### src/rtl/mem_bus_arbiter_pkg.sv
// Shared state and owner codes for the memory bus arbiter.
package mem_bus_arbiter_pkg;

    localparam int OWNER_W = 2;

    typedef enum logic [1:0] {
        ARB_S_IDLE  = 2'd0,
        ARB_S_ISSUE = 2'd1,
        ARB_S_WAIT  = 2'd2,
        ARB_S_DONE  = 2'd3
    } arb_state_e;

    typedef enum logic [OWNER_W-1:0] {
        OWN_NONE = 2'd0,
        OWN_CPU  = 2'd1,
        OWN_DMA  = 2'd2
    } owner_e;

endpackage

### src/rtl/mem_bus_arbiter_if.sv
// Request/ack and memory-port signal bundle around the arbiter.
// slave: the arbiter's view; master: requesters plus memory model.
interface mem_bus_arbiter_if
    import mem_bus_arbiter_pkg::*;
#(
    parameter int ADDR_W = 16,
    parameter int DATA_W = 16
);
    logic               cpu_req;
    logic               cpu_we;
    logic [ADDR_W-1:0]  cpu_addr;
    logic [DATA_W-1:0]  cpu_wdata;
    logic               cpu_ack;
    logic [DATA_W-1:0]  cpu_rdata;

    logic               dma_req;
    logic               dma_we;
    logic [ADDR_W-1:0]  dma_addr;
    logic [DATA_W-1:0]  dma_wdata;
    logic               dma_ack;
    logic [DATA_W-1:0]  dma_rdata;

    logic               mem_en;
    logic               mem_we;
    logic [ADDR_W-1:0]  mem_addr;
    logic [DATA_W-1:0]  mem_wdata;
    logic [DATA_W-1:0]  mem_rdata;

    logic [OWNER_W-1:0] owner;

    modport slave (
        input  cpu_req, cpu_we, cpu_addr, cpu_wdata,
        input  dma_req, dma_we, dma_addr, dma_wdata,
        input  mem_rdata,
        output cpu_ack, cpu_rdata, dma_ack, dma_rdata,
        output mem_en, mem_we, mem_addr, mem_wdata, owner
    );

    modport master (
        output cpu_req, cpu_we, cpu_addr, cpu_wdata,
        output dma_req, dma_we, dma_addr, dma_wdata,
        output mem_rdata,
        input  cpu_ack, cpu_rdata, dma_ack, dma_rdata,
        input  mem_en, mem_we, mem_addr, mem_wdata, owner
    );

endinterface

### src/rtl/mem_arb_select.sv
// Grant decision for the memory bus arbiter.
// Optional build macro MEM_ARB_FAIRNESS_EN: a starvation counter forces a DMA
// grant after STARVE_LIMIT CPU grants made while the DMA was waiting.
// Without it the CPU has strict priority and the DMA can starve.
module mem_arb_select #(
    parameter int STARVE_LIMIT = 4
) (
    input  logic clock,
    input  logic reset,
    input  logic decide,
    input  logic cpu_req,
    input  logic dma_req,
    output logic grant_cpu,
    output logic grant_dma
);

`ifdef MEM_ARB_FAIRNESS_EN
    localparam int CNT_W = $clog2(STARVE_LIMIT + 1);

    logic [CNT_W-1:0] starve_q;
    logic             starved;

    assign starved = (starve_q >= CNT_W'(STARVE_LIMIT));

    // CPU wins a tie unless the DMA has already waited through STARVE_LIMIT CPU grants
    always_comb begin
        grant_dma = dma_req && (!cpu_req || starved);
        grant_cpu = cpu_req && !grant_dma;
    end

    // Count CPU grants taken over a waiting DMA; any DMA grant clears the count
    always_ff @(posedge clock or negedge reset) begin
        if (!reset) begin
            starve_q <= '0;
        end else if (decide) begin
            if (grant_dma) begin
                starve_q <= '0;
            end else if (grant_cpu && dma_req) begin
                starve_q <= starve_q + CNT_W'(1);
            end
        end
    end
`else
    logic unused_sel;

    assign unused_sel = clock ^ reset ^ decide;

    // Strict CPU priority
    always_comb begin
        grant_cpu = cpu_req;
        grant_dma = dma_req && !cpu_req;
    end
`endif

endmodule

### src/rtl/mem_bus_arbiter.sv
// Shares one memory port between the CPU and a DMA master.
// One transaction at a time: IDLE (grant + latch) -> ISSUE (mem_en) ->
// WAIT (MEM_LATENCY cycles, read data captured on the last) -> DONE (ack).
// Optional build macro MEM_ARB_FAIRNESS_EN enables DMA anti-starvation
// inside mem_arb_select.
module mem_bus_arbiter
    import mem_bus_arbiter_pkg::*;
#(
    parameter int ADDR_W       = 16,
    parameter int DATA_W       = 16,
    parameter int MEM_LATENCY  = 2,
    parameter int STARVE_LIMIT = 4
) (
    input  logic               clock,
    input  logic               reset,
    mem_bus_arbiter_if.slave   bus
);

    // Counter holds MEM_LATENCY-1 down to 0
    localparam int LAT_W = (MEM_LATENCY > 1) ? $clog2(MEM_LATENCY) : 1;

    arb_state_e        state_q;
    arb_state_e        state_d;
    owner_e            owner_q;
    logic              we_q;
    logic [ADDR_W-1:0] addr_q;
    logic [DATA_W-1:0] wdata_q;
    logic [LAT_W-1:0]  lat_cnt_q;
    logic [DATA_W-1:0] cpu_rdata_q;
    logic [DATA_W-1:0] dma_rdata_q;

    logic decide;
    logic grant_cpu;
    logic grant_dma;
    logic lat_done;
    logic mem_en;
    logic cpu_ack;
    logic dma_ack;

    assign decide   = (state_q == ARB_S_IDLE);
    assign lat_done = (lat_cnt_q == '0);

    mem_arb_select #(
        .STARVE_LIMIT (STARVE_LIMIT)
    ) u_select (
        .clock     (clock),
        .reset     (reset),
        .decide    (decide),
        .cpu_req   (bus.cpu_req),
        .dma_req   (bus.dma_req),
        .grant_cpu (grant_cpu),
        .grant_dma (grant_dma)
    );

    // State register; async reset abandons any transaction in flight
    always_ff @(posedge clock or negedge reset) begin
        if (!reset) begin
            state_q <= ARB_S_IDLE;
        end else begin
            state_q <= state_d;
        end
    end

    // Next state plus the per-state strobes
    always_comb begin
        state_d = state_q;
        mem_en  = 1'b0;
        cpu_ack = 1'b0;
        dma_ack = 1'b0;
        unique case (state_q)
            ARB_S_IDLE: begin
                if (grant_cpu || grant_dma) begin
                    state_d = ARB_S_ISSUE;
                end
            end
            ARB_S_ISSUE: begin
                mem_en  = 1'b1;
                state_d = ARB_S_WAIT;
            end
            ARB_S_WAIT: begin
                if (lat_done) begin
                    state_d = ARB_S_DONE;
                end
            end
            ARB_S_DONE: begin
                cpu_ack = (owner_q == OWN_CPU);
                dma_ack = (owner_q == OWN_DMA);
                state_d = ARB_S_IDLE;
            end
            default: begin
                state_d = ARB_S_IDLE;
            end
        endcase
    end

    // Transaction latches, latency counter and per-requester read data
    always_ff @(posedge clock or negedge reset) begin
        if (!reset) begin
            owner_q     <= OWN_NONE;
            we_q        <= 1'b0;
            addr_q      <= '0;
            wdata_q     <= '0;
            lat_cnt_q   <= '0;
            cpu_rdata_q <= '0;
            dma_rdata_q <= '0;
        end else begin
            unique case (state_q)
                ARB_S_IDLE: begin
                    if (grant_cpu) begin
                        owner_q <= OWN_CPU;
                        we_q    <= bus.cpu_we;
                        addr_q  <= bus.cpu_addr;
                        wdata_q <= bus.cpu_wdata;
                    end else if (grant_dma) begin
                        owner_q <= OWN_DMA;
                        we_q    <= bus.dma_we;
                        addr_q  <= bus.dma_addr;
                        wdata_q <= bus.dma_wdata;
                    end
                end
                ARB_S_ISSUE: begin
                    lat_cnt_q <= LAT_W'(MEM_LATENCY - 1);
                end
                ARB_S_WAIT: begin
                    if (!lat_done) begin
                        lat_cnt_q <= lat_cnt_q - LAT_W'(1);
                    end else if (!we_q) begin
                        if (owner_q == OWN_CPU) begin
                            cpu_rdata_q <= bus.mem_rdata;
                        end else if (owner_q == OWN_DMA) begin
                            dma_rdata_q <= bus.mem_rdata;
                        end
                    end
                end
                ARB_S_DONE: begin
                    owner_q <= OWN_NONE;
                end
                default: begin
                    owner_q <= OWN_NONE;
                end
            endcase
        end
    end

    assign bus.mem_en    = mem_en;
    assign bus.mem_we    = mem_en & we_q;
    assign bus.mem_addr  = addr_q;
    assign bus.mem_wdata = wdata_q;
    assign bus.cpu_ack   = cpu_ack;
    assign bus.dma_ack   = dma_ack;
    assign bus.cpu_rdata = cpu_rdata_q;
    assign bus.dma_rdata = dma_rdata_q;
    assign bus.owner     = owner_q;

endmodule

### src/flat_wrapper.sv
// flat-port wrapper written by rule: the top's interface ports become plain ports
module mem_bus_arbiter_flat import mem_bus_arbiter_pkg::*;
#(
    parameter int ADDR_W       = 16,
    parameter int DATA_W       = 16,
    parameter int MEM_LATENCY  = 2,
    parameter int STARVE_LIMIT = 4
)
  (clock, reset, bus_cpu_req, bus_cpu_we, bus_cpu_addr, bus_cpu_wdata, bus_dma_req, bus_dma_we, bus_dma_addr, bus_dma_wdata, bus_mem_rdata, bus_cpu_ack, bus_cpu_rdata, bus_dma_ack, bus_dma_rdata, bus_mem_en, bus_mem_we, bus_mem_addr, bus_mem_wdata, bus_owner);
  mem_bus_arbiter_if #(.ADDR_W(ADDR_W), .DATA_W(DATA_W)) bus_i ();
  input  logic clock;
  input  logic reset;
  input wire logic [$bits(bus_i.cpu_req)-1:0] bus_cpu_req;
  input wire logic [$bits(bus_i.cpu_we)-1:0] bus_cpu_we;
  input wire logic [$bits(bus_i.cpu_addr)-1:0] bus_cpu_addr;
  input wire logic [$bits(bus_i.cpu_wdata)-1:0] bus_cpu_wdata;
  input wire logic [$bits(bus_i.dma_req)-1:0] bus_dma_req;
  input wire logic [$bits(bus_i.dma_we)-1:0] bus_dma_we;
  input wire logic [$bits(bus_i.dma_addr)-1:0] bus_dma_addr;
  input wire logic [$bits(bus_i.dma_wdata)-1:0] bus_dma_wdata;
  input wire logic [$bits(bus_i.mem_rdata)-1:0] bus_mem_rdata;
  output wire logic [$bits(bus_i.cpu_ack)-1:0] bus_cpu_ack;
  output wire logic [$bits(bus_i.cpu_rdata)-1:0] bus_cpu_rdata;
  output wire logic [$bits(bus_i.dma_ack)-1:0] bus_dma_ack;
  output wire logic [$bits(bus_i.dma_rdata)-1:0] bus_dma_rdata;
  output wire logic [$bits(bus_i.mem_en)-1:0] bus_mem_en;
  output wire logic [$bits(bus_i.mem_we)-1:0] bus_mem_we;
  output wire logic [$bits(bus_i.mem_addr)-1:0] bus_mem_addr;
  output wire logic [$bits(bus_i.mem_wdata)-1:0] bus_mem_wdata;
  output wire logic [$bits(bus_i.owner)-1:0] bus_owner;
  assign bus_i.cpu_req = bus_cpu_req;
  assign bus_i.cpu_we = bus_cpu_we;
  assign bus_i.cpu_addr = bus_cpu_addr;
  assign bus_i.cpu_wdata = bus_cpu_wdata;
  assign bus_i.dma_req = bus_dma_req;
  assign bus_i.dma_we = bus_dma_we;
  assign bus_i.dma_addr = bus_dma_addr;
  assign bus_i.dma_wdata = bus_dma_wdata;
  assign bus_i.mem_rdata = bus_mem_rdata;
  assign bus_cpu_ack = bus_i.cpu_ack;
  assign bus_cpu_rdata = bus_i.cpu_rdata;
  assign bus_dma_ack = bus_i.dma_ack;
  assign bus_dma_rdata = bus_i.dma_rdata;
  assign bus_mem_en = bus_i.mem_en;
  assign bus_mem_we = bus_i.mem_we;
  assign bus_mem_addr = bus_i.mem_addr;
  assign bus_mem_wdata = bus_i.mem_wdata;
  assign bus_owner = bus_i.owner;
  mem_bus_arbiter #(.ADDR_W(ADDR_W), .DATA_W(DATA_W), .MEM_LATENCY(MEM_LATENCY), .STARVE_LIMIT(STARVE_LIMIT)) u_core (.clock(clock), .reset(reset), .bus(bus_i));
endmodule
### config.mk
export PLATFORM = sky130hd
export DESIGN_NAME = mem_bus_arbiter_flat
export DESIGN_NICKNAME = d
export VERILOG_FILES = /design/src/rtl/mem_bus_arbiter_pkg.sv /design/src/rtl/mem_bus_arbiter_if.sv /design/src/rtl/mem_arb_select.sv /design/src/rtl/mem_bus_arbiter.sv /design/src/flat_wrapper.sv
export SDC_FILE = /design/constraint.sdc
export NUM_CORES = 1
export LEC_CHECK = 0
export ABC_AREA = 1
export CAP_MARGIN = 20
export CORE_UTILIZATION = 41
export CTS_CLUSTER_SIZE = 20
export DETAILED_ROUTE_END_ITERATION = 8
export GPL_TIMING_DRIVEN = 0
export PLACE_DENSITY = 0.81
export SYNTH_ARGS = -nofsm -noshare
export SYNTH_HDL_FRONTEND = slang
export SYNTH_SLANG_ARGS = --single-unit
### constraint.sdc
create_clock -name clock -period 1.7 [get_ports clock]
set_input_delay 0.255 -clock clock [delete_from_list [all_inputs] [get_ports clock]]
set_output_delay 0.255 -clock clock [all_outputs]
set_load 0.005 [all_outputs]
---- Yosys cells after proc, flatten, opt, wreduce, memory -nomap -nowiden ----
Cells that the tools add are included.
cells by class
  add/sub/neg operators ................... 1
  $mul .................................... 0
  div/mod/pow operators ................... 0
  magnitude comparators ................... 0
  eq/ne operators ......................... 8
  shift-type cells ........................ 0
  mux-type cells .......................... 17
  bitwise operators ....................... 4
  reduce and logical (&&, ||, !) cells .... 12
operators with widths
  kind                                                 number
  2-to-1 mux 16 bit                                    4
  2-to-1 mux 2 bit                                     4
  case mux 2 bit (4 select lines)                      1
  equality test 2 bit, second input constant           3
  2-to-1 mux 1 bit                                     6
  AND reduction 2 bit                                  3
  nonzero test 2 bit                                   3
  AND reduction 5 bit                                  1
  equality test 2 x 1 -> 1 bit, second input constant  2
  inequality test 2 bit, second input constant         2
  case mux 2 bit (2 select lines)                      1
  AND reduction 4 bit                                  1
  inequality test 3 bit, second input constant         1
  NOT 1 bit                                            3
  zero test 2 bit                                      1
  case mux 1 bit (2 select lines)                      1
  bitwise AND 1 bit                                    1
  logical AND 1 bit                                    1
  zero test 1 bit                                      1
  logical OR 1 bit                                     1
  subtractor 1 bit, second input constant              1
word-level totals
  register bits ........................... 70
  bits in latches ......................... 0
  memory bits (writable) .................. 0
  bits in read-only memories .............. 0
  input bits .............................. 86
  output and inout bits ................... 70
  word-level logic and storage cells ...... 50
  memories kept ........................... 0

---- Depth between registers and ports, before layout ----
Gate-level depths: netlist of run 1.
  depth after elaboration ................. 5
  gate-level depth with buffers ........... 7
  mapped depth without buffers ............ 6

---- Hierarchy ----
Synthesis of run 1 repeated with hierarchy kept, for this count alone.
unflattened totals
  cell total of the unflattened synthesis .. 437
  area total of the unflattened synthesis .. 3328.2 µm²
by module, submodules not included
  module           instances  cells an instance  area each (µm²)
  mem_bus_arbiter  1          434                3310.7
  mem_arb_select   1          3                  17.5

---- Worst setup path after synthesis of run 1 ----
OpenSTA, ideal clock, no wires.
  kind .................................... reg2reg
  start point ............................. register u_core.state_q[0]
  end point ............................... register u_core.addr_q[0], in the netlist u_core.bus.mem_addr[0]
  library setup time ...................... 0.066 ns
  data arrival time ....................... 1.289 ns
  setup slack ............................. 0.346 ns
  cell stages (with the launch flop) ...... 8
  buffers on the path ..................... 1
  clock period less this slack ............ 1.354 ns
  path through ............................ dfrtp_1 inv_1 ha_1 o21ai_2 inv_1 clkbuf_1 nand2_1 nand2_1
between the ends
  word-level cells in the longest chain between the ends .. 2
ends and longest elaborated chain
  element                               RTL line                text
  from (decl)                           mem_bus_arbiter.sv:22   arb_state_e state_q;
  from (signal assigned)                mem_bus_arbiter.sv:60   state_q <= state_d;
  zero test 2 bit                       mem_bus_arbiter.sv:107  unique case (state_q)
  AND reduction 2 bit (no source line)  --
  to (signal assigned)                  mem_bus_arbiter.sv:112  addr_q <= bus.cpu_addr;
  to (signal assigned)                  mem_bus_arbiter.sv:117  addr_q <= bus.dma_addr;
  to (decl)                             mem_bus_arbiter.sv:26   logic [ADDR_W-1:0] addr_q;
No other way between the ends.
A chain may end at the register's enable or synchronous reset.

---- Worst setup path after layout of run 1 ----
  start point ............................. register u_core.owner_q[1], in the netlist u_core.bus.owner[1]
  end point ............................... output port bus_owner[1]
RTL lines
  element                 RTL line                text
  from (decl)             mem_bus_arbiter.sv:24   owner_e owner_q;
  from (signal assigned)  mem_bus_arbiter.sv:99   owner_q <= OWN_NONE;
  from (signal assigned)  mem_bus_arbiter.sv:110  owner_q <= OWN_CPU;
  from (signal assigned)  mem_bus_arbiter.sv:115  owner_q <= OWN_DMA;
  to (decl)               flat_wrapper.sv:30      output wire logic [$bits(bus_i.owner)-1:0] bus_owner;
No word-level cell between the ends.

==> flow_summary.ini, run 1 <==
[pwr]
p_int_w = 0.005568
p_sw_w = 0.003048
p_leak_nw = 2.662
switching_share = 0.3538
peakVddDrop_mv = 0.6135
power_w = 0.008615
clkPwrFrac = 0.177
pwr-share-comb = 0.472
seqPwrFrac = 0.351
p_per_area_nw_per_um2 = 1634

[timing]
rsz0062_at_grt = no
min_period_over_period = 0.9612
fin_skew_ps = 10.84
hold_viol = 0
fmax_mhz = 612.0
period_needed_ps = 1634
drv_slew = 0
slew_headroom = 0.4201
fin_ws_ps = 66.00
finalSetupTns_ps = 0
tightest_slew_ps = 869.9
setup_viol = 0

[cells_and_area]
drive_gt1_frac = 0.09752
fillerInstances = 675
area_growth_pct = 57.95
final_common_cell = nand2_1
final_util = 0.6753
seqCellArea_um2 = 1753
diodes = 0
layout_common_cells = nand2_1 (276), clkdlybuf4s50_1 (150), dfrtp_1 (69), nand4_1 (32), buf_2 (14)
multi_input_area_um2 = 1440
final_nets = 691
final_cell_area_um2 = 5273

[worst_setup_path]
crit_family = buffers and inverters
critPathBufInv = 1
required_ps = 1440
cp-start-kind = register
cp_max_fo = 5
crit_chain = clkdlybuf4s50_1
crit_slowest_cell = clkdlybuf4s50_1
arrival_ps = 1380
critical_path.max_stage_delay_ps = 560
crit_type = reg2out
end_kind = output pin

[route]
ant_nets = 0
initialDrtViolationCount = 116
drcViolationCount = 0
wire_per_inst_um = 12.84
wl_um = 9076
via_count = 3418
dr.pass1.iters = 5
vias_per_cell = 4.835

[clock_tree]
cts_hold_buf = 0
htree_levels = 3
clk_pin_slew_ps = 80
cts-root-buf = clkbuf_8
cts_tree = done
clock_latency_ps = 340
clock-sinks = 70
clock_path_buffers = 2
cts_made_buffers = 9

[place]
place_hpwl_um = 6857
place_congestion = 0.7831
port_buffers = 155
pre_cts_ws_ps = -74.46
postPlaceCellArea_um2 = 5015

[floorplanning]
rows = 32
core_um2 = 7807
die_h_um = 92.23
die_area_um2 = 8506
initial_core_util = 0.4276
pin_count = 156
die_w_um = 92.23

[global_routing]
overflow = 0
antenna_found_initial = 0
grt_usage = 0.2238
grt_max_degree = 71
grt_pass1_vias = 3290
grt_pass1_wl_um = 14970

[run]
cap_viol_max_count = 0

[logic_synthesis]
yosysSeqAreaShare = 0.5247
syn_inst = 432
ys_seq_elements = 70
synth_nets = 523
ys_types = 18
synth_area_per_cell_um2 = 7.727
yosys_warnings = 0
netlist_area_um2 = 3338

[outcome]
status = complete, no violations

[worst_hold_path]
hold_path.class = in2async
cells by family (layout without fill, tap and decap cells):
kind of cell	after synthesis	after routing	synth area share
adders and majority gates	5	5	0.01874
and+or+nand+nor	322	322	0.4040
buffers and inverters	33	206	0.04835
DFF	70	70	0.5247
AOI/OAI and AO/OA	2	2	0.004122
power groups by stage:
stage	combinational [W]	sequential [W]	clock [W]
global route	0.00452	0.00312	0.00164
finish	0.00407	0.00302	0.00152
CTS	0.00409	0.00302	0.00156
global placement	0.00394	0.00300	0
detailed placement	0.00403	0.00303	0
floorplan	0.00169	0.00304	0
flip-flops by register name (all words and copies together), names as in the netlist:
signal,cells
u_core.state_q,2
u_core.bus.cpu_rdata,16
u_core.we_q,1
u_core.bus.mem_addr,16
u_core.lat_cnt_q,1
u_core.bus.mem_wdata,16
u_core.bus.owner,2
u_core.bus.dma_rdata,16
metal layers:
layer	share of wire	GRT usage	vias up
li1	-	-	1692
met1	0.42	0.2669	1545
met2	0.48	0.3850	169
met3	0.089	0.06965	12
met4	0.013	0.06901	0
met5	0	0	-
timing repair:
item / 4_1_cts / 5_1_grt
gates resized for setup: 16 / 11
buffers inserted: 2 / 0
endpoints found under the setup margin: 7 / 42
pin swaps: 0 / 1
final cells by class:
class | instances | share of cell area
plain buffers | 24 | 0.02539
repair buffers | 157 | 0.2943
clock buffers | 11 | 0.02871
flip-flops and latches | 70 | 0.3325
multi-input cells | 329 | 0.2731
inverters | 9 | 0.006407
well taps | 102 | 0.02420
clock inverters | 5 | 0.01542
cell usage after synthesis:
cell type / count / area share
buf_2: 12 / 0.018
buf_4: 2 / 0.0045
buf_6: 2 / 0.0067
clkbuf_1: 8 / 0.0090
dfrtp_1: 70 / 0.52
ha_1: 5 / 0.019
inv_1: 7 / 0.0079
inv_2: 2 / 0.0022
nand2_1: 276 / 0.31
nand3_1: 4 / 0.0060
nand3_4: 2 / 0.010
nand4_1: 32 / 0.060
nor2_1: 2 / 0.0022
nor2_4: 3 / 0.010
nor3_1: 2 / 0.0030
o21ai_0: 1 / 0.0015
o21ai_2: 1 / 0.0026
or2_2: 1 / 0.0019
per-stage QoR:
| step | cells | hold slack, ps |
|---|---|---|
| final | 707 | 31.04 |
| after global routing | 707 | 89.86 |
| after CTS | 707 | 53.33 |
| after detailed placement | 689 | 428.9 |
| after global placement | 689 | 453.1 |
| after floorplan | 432 | -40.59 |
worst paths after layout:
kind	startpoint	to	slack (ps)	depth (start not counted)
max in group asynchronous	reset	u_core.bus.owner[0]	1060	1
worst min-delay path	reset	u_core.bus.dma_rdata[11]	30	1
min in group clock	u_core.bus.cpu_rdata[1]	u_core.bus.cpu_rdata[1]	480	2
worst max-delay path	u_core.bus.owner[1]	bus_owner[1]	70	1
worst min register to register	u_core.bus.cpu_rdata[1]	u_core.bus.cpu_rdata[1]	480	2
worst max register to register	u_core.state_q[1]	u_core.bus.cpu_rdata[7]	130	7
No activity file was read; power rests on OpenSTA's default activity.
==> inputs of run 2 (changes only) <==
- CORE_MARGIN: not set -> 2
==> run 2 against run 1 <==
Maximum frequency is 1.9% lower. Sequential power hardly changed. Routed wire length is 3.0% higher. Critical path depth stayed put. Non-clock buffer count is 1 higher. Clock skew is 3.5 ps lower. Largest power group unchanged.
==> flow_summary.ini, run 2 (synthesis gave the netlist of run 1 again) <==
[clock_tree]
clock_path_buffers = 2
clock_latency_ps = 350
clk_pin_slew_ps = 70
clock-sinks = 70
cts_tree = done
cts-root-buf = clkbuf_8
cts_made_buffers = 9
htree_levels = 3

[floorplanning]
die_h_um = 94.23
die_w_um = 94.23
pin_count = 156
core_um2 = 7807
rows = 32
initial_core_util = 0.4276
die_area_um2 = 8879

[timing]
setup_viol = 0
hold_viol = 0
fin_ws_ps = 34.12
drv_slew = 0
tightest_slew_ps = 844.8
fin_skew_ps = 7.380
period_needed_ps = 1666
finalSetupTns_ps = 0
fmax_mhz = 600.3
min_period_over_period = 0.9799
slew_headroom = 0.4368

[outcome]
status = complete, no violations

[worst_setup_path]
crit_chain = clkdlybuf4s50_1
cp_max_fo = 5
crit_type = reg2out
end_kind = output pin
required_ps = 1440
cp-start-kind = register
crit_slowest_cell = clkdlybuf4s50_1
critical_path.max_stage_delay_ps = 580
crit_family = buffers and inverters
arrival_ps = 1410
critPathBufInv = 1

[route]
drcViolationCount = 0
via_count = 3337
vias_per_cell = 4.713
wire_per_inst_um = 13.20
initialDrtViolationCount = 125
ant_nets = 0
wl_um = 9345
dr.pass1.iters = 4

[cells_and_area]
final_nets = 692
layout_common_cells = nand2_1 (276), clkdlybuf4s50_1 (150), dfrtp_1 (69), nand4_1 (32), buf_2 (14)
final_common_cell = nand2_1
area_growth_pct = 58.10
drive_gt1_frac = 0.1007
diodes = 0

[global_routing]
grt_pass1_wl_um = 15370
grt_pass1_vias = 3346
antenna_found_initial = 0
overflow = 0
grt_max_degree = 71
grt_usage = 0.2215

[pwr]
peakVddDrop_mv = 0.5948
p_leak_nw = 2.671
p_per_area_nw_per_um2 = 1638

[place]
place_congestion = 0.8186
place_hpwl_um = 7172
pre_cts_ws_ps = -29.07
port_buffers = 155

[worst_hold_path]
hold_path.class = in2async

[run]
cap_viol_max_count = 0
run 2: final cells by class:
cell class | count | area (um2)
inverter | 9 | 33.78
fill | 622 | 2530
sequential | 70 | 1753
tap | 102 | 127.6
multi-input combinational | 329 | 1441
timing repair buffer | 158 | 1560
clock inverter | 5 | 82.58
clock buffer | 11 | 141.4
buffer | 24 | 137.6
run 2: final timing paths:
path                                          start                       end  slack [ps]  cells past startpoint
setup / recovery                u_core.bus.owner[0]              bus_owner[0]          30                      1
hold / removal                                reset   u_core.bus.cpu_rdata[4]          20                      1
setup reg to reg                  u_core.state_q[1]         u_core.state_q[0]         140                      7
hold reg to reg            u_core.bus.cpu_rdata[14]  u_core.bus.cpu_rdata[14]         470                      2
max in group asynchronous                     reset       u_core.bus.owner[1]        1100                      1
min in group clock         u_core.bus.cpu_rdata[14]  u_core.bus.cpu_rdata[14]         470                      2
run 2: timing repair:
action                     4_1_cts  5_1_grt
cloned                           0        0
gates resized for setup         15       18
hold endpoints to repair         0        0
pin swaps                        1        0
hold buffers                     0        0
buffers inserted                 2        1
setup endpoints to repair       15       52
run 2: report_power, final:
group	internal (W)	total (W)	switching, W
combinational	0.00219	0.00412	0.00192
clock	0.000869	0.00150	0.000630
sequential	0.00249	0.00303	0.000533
run 2: stage by stage:
stage	utilization	cells	hold WS, ps	cell area, um2	total power [W]
3_3_place_gp	0.6426	689	453.3	5017	0.006951
6_report	0.6760	708	15.30	5278	0.008644
2_1_floorplan	-	432	-40.59	3338	0.004736
3_5_place_dp	0.6423	689	426.6	5015	0.007086
5_1_grt	0.6760	708	95.51	5278	0.009312
4_1_cts	0.6734	707	48.58	5258	0.008642
run 2: metal layers:
metal | track usage | vias to the layer above | wire, um
li1 | - | 1691 | -
met1 | 0.2525 | 1489 | 3755
met2 | 0.3827 | 144 | 4431
met3 | 0.08427 | 13 | 1006
met4 | 0.07005 | 0 | 152
met5 | 0 | - | 0
==> inputs of run 3 (changes only) <==
- HOLD_SLACK_MARGIN: not set -> 0.1
==> run 3 against run 2 <==
Final area grew 0.19%. Critical path depth did not move. Clock power about the same. Via count is 0.36% lower. Flip-flop and latch count is the same. Die area is the same. First-iteration DRC count shrank 8.8%. Cell count grew 0.14%. Combinational power about the same. Core utilization is 0.13 points higher. Routed wire length decreased by 0.30%. Critical endpoint unchanged. Largest power group unchanged.
==> flow_summary.ini, run 3 (synthesis gave the netlist of run 1 again) <==
[route]
via_count = 3325
drcViolationCount = 0
ant_nets = 0
vias_per_cell = 4.690
wl_um = 9317
dr.pass1.iters = 4
initialDrtViolationCount = 114
wire_per_inst_um = 13.14

[timing]
hold_viol = 0
fmax_mhz = 606.4
fin_skew_ps = 7.971
hold_ws_ps = 472.4
tightest_slew_ps = 857.1
period_needed_ps = 1649
min_period_over_period = 0.9701
slew_headroom = 0.4286
setup_viol = 0
drv_slew = 0

[clock_tree]
clock-sinks = 70
clock_latency_ps = 340
htree_levels = 3
cts-root-buf = clkbuf_8
cts_made_buffers = 9
cts_tree = done
clk_pin_slew_ps = 70
clock_path_buffers = 2

[worst_setup_path]
arrival_ps = 1390
cp_max_fo = 5
rr_startpoint = u_core.state_q[1]
crit_chain = clkdlybuf4s50_1
critPathBufInv = 1
crit_family = buffers and inverters
crit_start = u_core.bus.owner[0]
end_kind = output pin
crit_type = reg2out
critical_path.max_stage_delay_ps = 570
cp-start-kind = register
required_ps = 1440
crit_slowest_cell = clkdlybuf4s50_1

[cells_and_area]
final_cell_area_um2 = 5288
final_common_cell = nand2_1
final_util = 0.6772
area_growth_pct = 58.40
layout_common_cells = nand2_1 (276), clkdlybuf4s50_1 (150), dfrtp_1 (69), nand4_1 (32), buf_2 (14)
instances_no_fill = 709
drive_gt1_frac = 0.1005
final_nets = 693
diodes = 0

[floorplanning]
die_area_um2 = 8879
pin_count = 156
die_w_um = 94.23
initial_core_util = 0.4276
die_h_um = 94.23
core_um2 = 7807
rows = 32

[worst_hold_path]
hold_path.class = reg2reg
hp-start = u_core.bus.cpu_rdata[14]

[pwr]
peakVddDrop_mv = 0.5853
p_per_area_nw_per_um2 = 1633
power_w = 0.008634
p_leak_nw = 2.675

[place]
postPlaceCellArea_um2 = 5015
place_hpwl_um = 7172
post-place-cells = 689
port_buffers = 155
place_congestion = 0.8186

[global_routing]
grt_pass1_wl_um = 15400
met2_usage = 0.3845
overflow = 0
grt_use_met3 = 0.08186
grt_usage = 0.2220
antenna_found_initial = 0
grt_pass1_vias = 3354
busiest_layer = met2
grt_max_degree = 71
grtUsageMet1 = 0.2540

[run]
cap_viol_max_count = 0

[outcome]
status = complete, no violations
## run 3: changes by cell type in the layout (fill, tap and decap cells not counted)
cell and delta:
dlygate4sd3_1 +1
## run 3: what timing repair did
item	in CTS	in global routing
setup endpoints to repair	15	52
setup buffers	2	1
pin swaps	1	0
resized for setup	15	18
hold endpoints to repair	70	0
hold buffers	1	0
## run 3: per-stage QoR
| step | TNS, ps | setup slack, ps |
|---|---|---|
| floorplan | 0 | 345.9 |
| global placement | -134920 | -1932 |
| detailed placement | -265.1 | -29.07 |
| CTS | 0 | 0.3852 |
| global route | -9.667 | -9.667 |
| finish | 0 | 50.82 |
## run 3: final cells by class
class / instances / area [um2]
buffer: 24 / 137.6
clock buffer: 11 / 141.4
clock inverter: 5 / 82.58
fill: 621 / 2520
inverter: 9 / 33.78
multi-input combinational: 329 / 1441
sequential: 70 / 1753
tap: 102 / 127.6
timing repair buffer: 159 / 1570
## run 3: final timing paths
path	slack, ps	end	cells after the start
min in group asynchronous	570	u_core.bus.cpu_rdata[4]	2
worst min register to register	470	u_core.bus.cpu_rdata[14]	2
worst max-delay path	50	bus_owner[0]	1
worst min-delay path	470	u_core.bus.cpu_rdata[14]	2
worst max register to register	160	u_core.state_q[0]	7
max in group asynchronous	540	u_core.bus.owner[1]	2
## run 3: routing by layer
metal	routed length, um	vias up
li1	-	1691
met1	3731	1477
met2	4468	144
met3	972	13
met4	144	0
met5	0	-
## run 3: power breakdown
part | leakage, nW | total [W] | switching, W | internal, W
clock network | 0.113 | 0.00149 | 0.000623 | 0.000869
logic | 1.72 | 0.00412 | 0.00192 | 0.00220
registers | 0.839 | 0.00302 | 0.000530 | 0.00249
